## src/rtl/reg_ctrl_sequencer.sv

```systemverilog
// rtl/reg_ctrl_sequencer.sv - Moore sequencer driving X/Y/Z register codes and ALU select
module reg_ctrl_sequencer #(
    parameter int CNT_W = 2
) (
    input  logic             clk,
    input  logic             rst_n,
    input  logic             instr_valid,
    output logic             instr_ready,
    input  logic [2:0]       opcode,
    input  logic [CNT_W-1:0] cnt,
    output logic [2:0]       tx,
    output logic [2:0]       ty,
    output logic [2:0]       tz,
    output logic             ula_sel,
    output logic             busy,
    output logic             done
);

    localparam logic [2:0] C_HOLD   = 3'b000;
    localparam logic [2:0] C_LOAD   = 3'b001;
    localparam logic [2:0] C_SHIFTR = 3'b010;
    localparam logic [2:0] C_SHIFTL = 3'b011;
    localparam logic [2:0] C_RESET  = 3'b100;

    typedef enum logic [1:0] {
        S_IDLE = 2'b00,
        S_EXEC = 2'b01,
        S_DONE = 2'b10
    } state_t;

    state_t           r_state;
    state_t           w_state_nxt;
    logic [2:0]       r_op;
    logic [2:0]       w_op_nxt;
    logic [CNT_W-1:0] r_rem;
    logic [CNT_W-1:0] w_rem_nxt;
    logic             w_is_shift;

    assign w_is_shift = (r_op == 3'b100) || (r_op == 3'b101);

    always_ff @(posedge clk or negedge rst_n) begin
        if (!rst_n) begin
            r_state <= S_IDLE;
            r_op    <= 3'b000;
            r_rem   <= '0;
        end else begin
            r_state <= w_state_nxt;
            r_op    <= w_op_nxt;
            r_rem   <= w_rem_nxt;
        end
    end

    // Shift ops stay in EXEC until the remaining count reaches zero, so cnt+1 cycles.
    always_comb begin
        w_state_nxt = r_state;
        w_op_nxt    = r_op;
        w_rem_nxt   = r_rem;
        case (r_state)
            S_IDLE: begin
                if (instr_valid) begin
                    w_op_nxt    = opcode;
                    w_rem_nxt   = cnt;
                    w_state_nxt = S_EXEC;
                end
            end
            S_EXEC: begin
                if (w_is_shift && (r_rem != '0)) begin
                    w_rem_nxt = r_rem - CNT_W'(1);
                end else begin
                    w_state_nxt = S_DONE;
                end
            end
            S_DONE:  w_state_nxt = S_IDLE;
            default: w_state_nxt = S_IDLE;
        endcase
    end

    always_comb begin
        tx          = C_HOLD;
        ty          = C_HOLD;
        tz          = C_HOLD;
        ula_sel     = 1'b0;
        instr_ready = (r_state == S_IDLE);
        busy        = (r_state == S_EXEC) || (r_state == S_DONE);
        done        = (r_state == S_DONE);
        if (r_state == S_EXEC) begin
            case (r_op)
                3'b000: tx = C_LOAD;
                3'b001: ty = C_LOAD;
                3'b010: tz = C_LOAD;
                3'b011: begin
                    tz      = C_LOAD;
                    ula_sel = 1'b1;
                end
                3'b100: tx = C_SHIFTR;
                3'b101: tx = C_SHIFTL;
                3'b110: begin
                    tx = C_RESET;
                    ty = C_RESET;
                    tz = C_RESET;
                end
                default: ;
            endcase
        end
    end

endmodule

```

## config.mk

```make
export PLATFORM = sky130hd
export DESIGN_NAME = reg_ctrl_sequencer
export DESIGN_NICKNAME = d
export VERILOG_FILES = /design/src/rtl/reg_ctrl_sequencer.sv
export SDC_FILE = /design/constraint.sdc
export NUM_CORES = 1
export LEC_CHECK = 0
export ABC_AREA = 1
export BUFFER_PORTS_ARGS = -buffer_cell sky130_fd_sc_hd__buf_2
export CORE_AREA = 2 2 39 41
export DETAILED_ROUTE_END_ITERATION = 10
export DIE_AREA = 0 0 41 43
export GPL_TIMING_DRIVEN = 1
export PLACE_DENSITY = 0.76
export SYNTH_ARGS = -nofsm -noshare
export SYNTH_HDL_FRONTEND = slang
export SYNTH_SLANG_ARGS = --single-unit
```

## constraint.sdc

```tcl
create_clock -name clk -period 1.4 [get_ports clk]
set_clock_uncertainty 0.2 [all_clocks]
set_input_delay 0.21 -clock clk [delete_from_list [all_inputs] [get_ports clk]]
set_output_delay 0.21 -clock clk [all_outputs]
set_load 0.02 [all_outputs]
```

Word-level counts from Yosys, hierarchy flattened
Index checks and enable logic that the tools add are counted.
{ "word_totals": {"in_bits": 8, "ff_bits": 7} }
{ "classes": {"reduce_logical": 11, "n_addsub": 1, "eq_ne": 11, "mux": 14} }
{ "op_table": {"columns": ["op", "count"], "rows": [
  ["3-bit case mux with 2 select lines", 2],
  ["3-bit case mux with 4 select lines", 1],
  ["3-bit == test, second input constant", 3],
  ["3-bit two-way mux", 3],
  ["2-bit two-way mux", 4],
  ["2-bit case mux with 2 select lines", 2],
  ["3-bit by 2-bit == test with 1-bit output, second input constant", 2],
  ["2-bit inequality test, second input constant", 3],
  ["2-bit AND reduction", 2],
  ["2-bit nonzero test", 2],
  ["3-bit by 1-bit == test with 1-bit output, second input constant", 1],
  ["3-bit logical NOT", 1],
  ["3-bit AND reduction", 1],
  ["2-bit by 1-bit == test with 1-bit output, second input constant", 1],
  ["2-bit == test, second input constant", 1],
  ["2-bit logical NOT", 1],
  ["1-bit logical OR", 2],
  ["1-bit two-way mux", 2],
  ["2-bit OR reduction", 1],
  ["2-bit by 1-bit subtractor with 2-bit output, second input constant", 1],
  ["1-bit logical AND", 1]
]} }

Logic depth before layout (Yosys ltp)
{ "depth": {"depth_word": 5, "ltp_mapped": 9, "ltp_nobuf": 9} }

Least setup slack after synthesis
Ideal clock, no wire load.
{ "synth_timing": {"kind": "flip-flop to output port", "startpoint": "reg r_state[1]", "endpoint": "out tx[0]", "path_stages_with_launch": 6, "n_path_buf": 0, "arrival_time_ns": 1.309, "required_time_ns": 0.990, "path_slack_ns": -0.319, "path_cell_list": "dfrtp_1 inv_1 ha_1 inv_1 or2_2 nor2_1"} }
{ "synth_between": {"elab_chain_cells": 2} }
{ "synth_lines": {"columns": ["element", "line_no", "source"], "rows": [
  ["start, declared", "31", "state_t r_state;"],
  ["start signal, assigned", "47", "r_state <= w_state_nxt;"],
  ["2-bit by 1-bit == test with 1-bit output", "86", "if (r_state == S_EXEC) begin"],
  ["3-bit two-way mux", "86", null],
  ["end, declared", "11", "output logic [2:0] tx,"]
]} }
Every way passes these cells.

Worst setup path in the final report
{ "layout_timing": {"startpoint": "reg r_state[1]", "endpoint": "out ty[0]"} }
{ "layout_between": {"elab_chain_cells": 2} }
{ "layout_lines": {"columns": ["element", "line_no", "source"], "rows": [
  ["2-bit by 1-bit == test with 1-bit output", "86", null],
  ["3-bit two-way mux", "86", null],
  ["end, declared", "12", "output logic [2:0] ty,"]
]} }
Every way passes these cells.

==> results.sh <==
export IMPL_finalCritPeriodShare_pct=125.2
export IMPL_vias_per_cell=4.573
export IMPL_yosys_register_bits=7
export IMPL_synth_distinct_cells=14
export IMPL_gp_congestion=0.8091
export IMPL_drc=0
export IMPL_min_path_cells=3
export IMPL_maxCapViolations=0
export IMPL_hold_class="in -> reg"
export IMPL_num_vias=535
export IMPL_fillers=106
export IMPL_clock_root_buffer="clkbuf_4"
export IMPL_switchingPower_w=0.001080
export IMPL_core_area_um2=1384
export IMPL_clk_latency_ns=0.25
export IMPL_diodes=0
export IMPL_avgRoutedWirePerCell_um=11.25
export IMPL_worstSetupEndpointType="output pin"
export IMPL_pwr_share_seq_pct=17.0
export IMPL_r2r_end="r_rem[0]"
export IMPL_grt_pass1_vias=454
export IMPL_synth_yosys_seq_area_share_pct=36.46
export IMPL_slew_violations=0
export IMPL_r2r_slack_ns=-0.28
export IMPL_seqCellArea_um2=175.2
export IMPL_period_minus_slack_ns=1.753
export IMPL_critPathArrivalTime_ns=1.34
export IMPL_r2r_start="r_state[1]"
export IMPL_gr_total_overflow=0
export IMPL_p_per_area_nw_per_um2=2365
export IMPL_row_count=14
export IMPL_grt_pass1_wl_um=1932
export IMPL_critical_path_most_common_cell="inv_2"
export IMPL_hold_viol=0
export IMPL_drtPass1Iterations=4
export IMPL_port_buffers=18
export IMPL_fin_setup_tns_ns=-4.734
export IMPL_grtUsageTotal_pct=17.09
export IMPL_critPathKind="reg -> out"
export IMPL_start_util_pct=34.72
export IMPL_nets=115
export IMPL_clk_path_buf_depth=2
export IMPL_placed_area_um2=676.9
export IMPL_clockPowerShare_pct=8.0
export IMPL_holdWs_ns=0.02747
export IMPL_cts_sinks=7
export IMPL_max_freq_mhz=570.4
export IMPL_required_ns=0.99
export IMPL_final_common_cell="buf_6"
export IMPL_postRouteAntennaNets=0
export IMPL_p_leak_nw=0.4769
export IMPL_pwr_share_comb_pct=75.0
export IMPL_cp_max_fo=3
export IMPL_drive_gt1_share_pct=61.39
export IMPL_clk_pin_slew_ns=0.05
export IMPL_dieWidth_um=41
export IMPL_dp_cells=103
export IMPL_synth_area_leaders="dfrtp_1 (36%), nand2_1 (13%), ha_1 (13%)"
export IMPL_cp_depth=6
export IMPL_max_stage_delay_ns=0.38
export IMPL_drt_iter0_drc=4
export IMPL_critical_path_cell_chain="inv_2 -> ha_4 -> inv_2 -> or2_4 -> nor2_4 -> buf_6"
export IMPL_min_from="opcode[2]"
export IMPL_yosys_area_top_type="dfrtp_1"
export IMPL_multi_input_area_um2=416.7
export IMPL_crit_family="flip-flops"
export IMPL_cts_tree="built"
export IMPL_avgSynthCellArea_um2=7.507
export IMPL_io_pin_count=21
export IMPL_synthCells=64
export IMPL_hpwlAfterDp_um=790.2
export IMPL_outcome="complete, but fails checks"
export IMPL_sw_frac_of_total_pct=46.28
export IMPL_synthesis_area_um2=480.5
export IMPL_setup_viol=18
export IMPL_slowest_stage="dfrtp_1"
export IMPL_setup_ws_ns=-0.3532
export IMPL_fp_dieH_um=43
export IMPL_die_area_um2=1763
export IMPL_antenna_found_initial=0
export IMPL_totalWireLength_um=1316
export IMPL_peakVddDrop_mv=1.606
export IMPL_syn_to_final_growth_pct=105.5
export IMPL_ys_warn_count=0
export IMPL_layout_common_cells="buf_6 (16), nand2_1 (13), buf_4 (9)"
export IMPL_final_util_pct=71.34
export IMPL_crit_buf_inv=3
export IMPL_fin_area_um2=987.2
export IMPL_instances_no_fill=117
export IMPL_r2r_cells=12
export IMPL_cts_max_level=1
export IMPL_grt_max_degree=8
export IMPL_cts_buffers_inserted=3
export IMPL_intPower_w=0.001254
export IMPL_startpoint_type="flop"
export IMPL_synth_top_area_share_pct=36.46
export IMPL_violations="negative setup slack"
export IMPL_min_to="r_op[2]"
export IMPL_rsz0062_at_grt="true"
-- repair_timing --
item,4_1_cts,5_1_grt
pin swaps,5,2
endpoints found under the setup margin,18,18
resized for setup,40,14
setup buffers,6,3
hold buffers,3,0
hold endpoints to repair,9,0
-- worst reg2reg max path, cell delays in order, from the launching register on --
cell,delay (ns)
dfrtp_1,0.38
inv_2,0.08
ha_4,0.14
buf_4,0.11
buf_6,0.09
nand2_4,0.04
nor2_4,0.12
buf_6,0.12
nand2_8,0.06
nand2_4,0.07
nand2_2,0.05
nand2_1,0.06
nand2_1,0.06
-- per-stage QoR --
stage               worst slack (ns)  power (W)
global route                 -0.4185   0.002493
global placement            -0.07944   0.001435
floorplan                   -0.07354   0.001162
finish                       -0.3532   0.002334
detailed placement           -0.1158   0.001464
CTS                          -0.3541   0.002129
-- how the worst max path moves through the flow --
stage          endpoint  slack [ns]  startpoint
2_1_floorplan  r_rem[0]       -0.07  r_state[1]
3_3_place_gp      ty[0]       -0.08  r_state[0]
3_5_place_dp      tx[0]       -0.12  r_state[1]
4_1_cts           tx[0]       -0.35  r_state[1]
5_1_grt           ty[0]       -0.42  r_state[1]
6_report          ty[0]       -0.35  r_state[1]
-- logic make-up after synthesis --
logic type | after synthesis | share of synthesized area (%)
other | 1 | 0.7805
AO/OA/AOI/OAI | 4 | 4.165
buffers and inverters | 12 | 11.72
flip-flops | 7 | 36.46
multiplexers | 2 | 4.687
AND/OR/NAND/NOR | 33 | 29.17
adder cells (fa/ha/maj) | 5 | 13.02
-- synthesized netlist by cell type, drive strengths merged --
library cell and count:
a21oi 1, buf 3, conb 1, dfrtp 7, ha 5, inv 9
mux2 2, nand2 20, nand3 3, nor2 9, o21ai 3, or2 1
-- layer usage --
layer	global-route usage [%]	share of wire (%)
met1	20.47	36
met2	26.88	57
met3	1.571	4.4
met4	12.00	1.8
met5	0	0
-- power groups by stage --
stage	combinational, W	clock [W]	sequential, W
after detailed placement	0.00108	0	0.000385
final	0.00175	0.000186	0.000398
after floorplan	0.000781	0	0.000381
after global routing	0.00188	0.000200	0.000409
after global placement	0.00105	0	0.000382
after CTS	0.00154	0.000195	0.000394
-- layout make-up --
| type | count | area share [%] |
|---|---|---|
| well taps | 16 | 2.028 |
| flip-flops and latches | 7 | 17.74 |
| inverters | 9 | 3.676 |
| repair buffers | 35 | 31.69 |
| multi-input cells | 46 | 42.21 |
| clock buffers | 4 | 2.662 |
-- flip-flops by register name (all words and copies together) (netlist names) --
signal	count
r_rem	2
r_op	3
r_state	2
(Power assumes the default switching activity.)
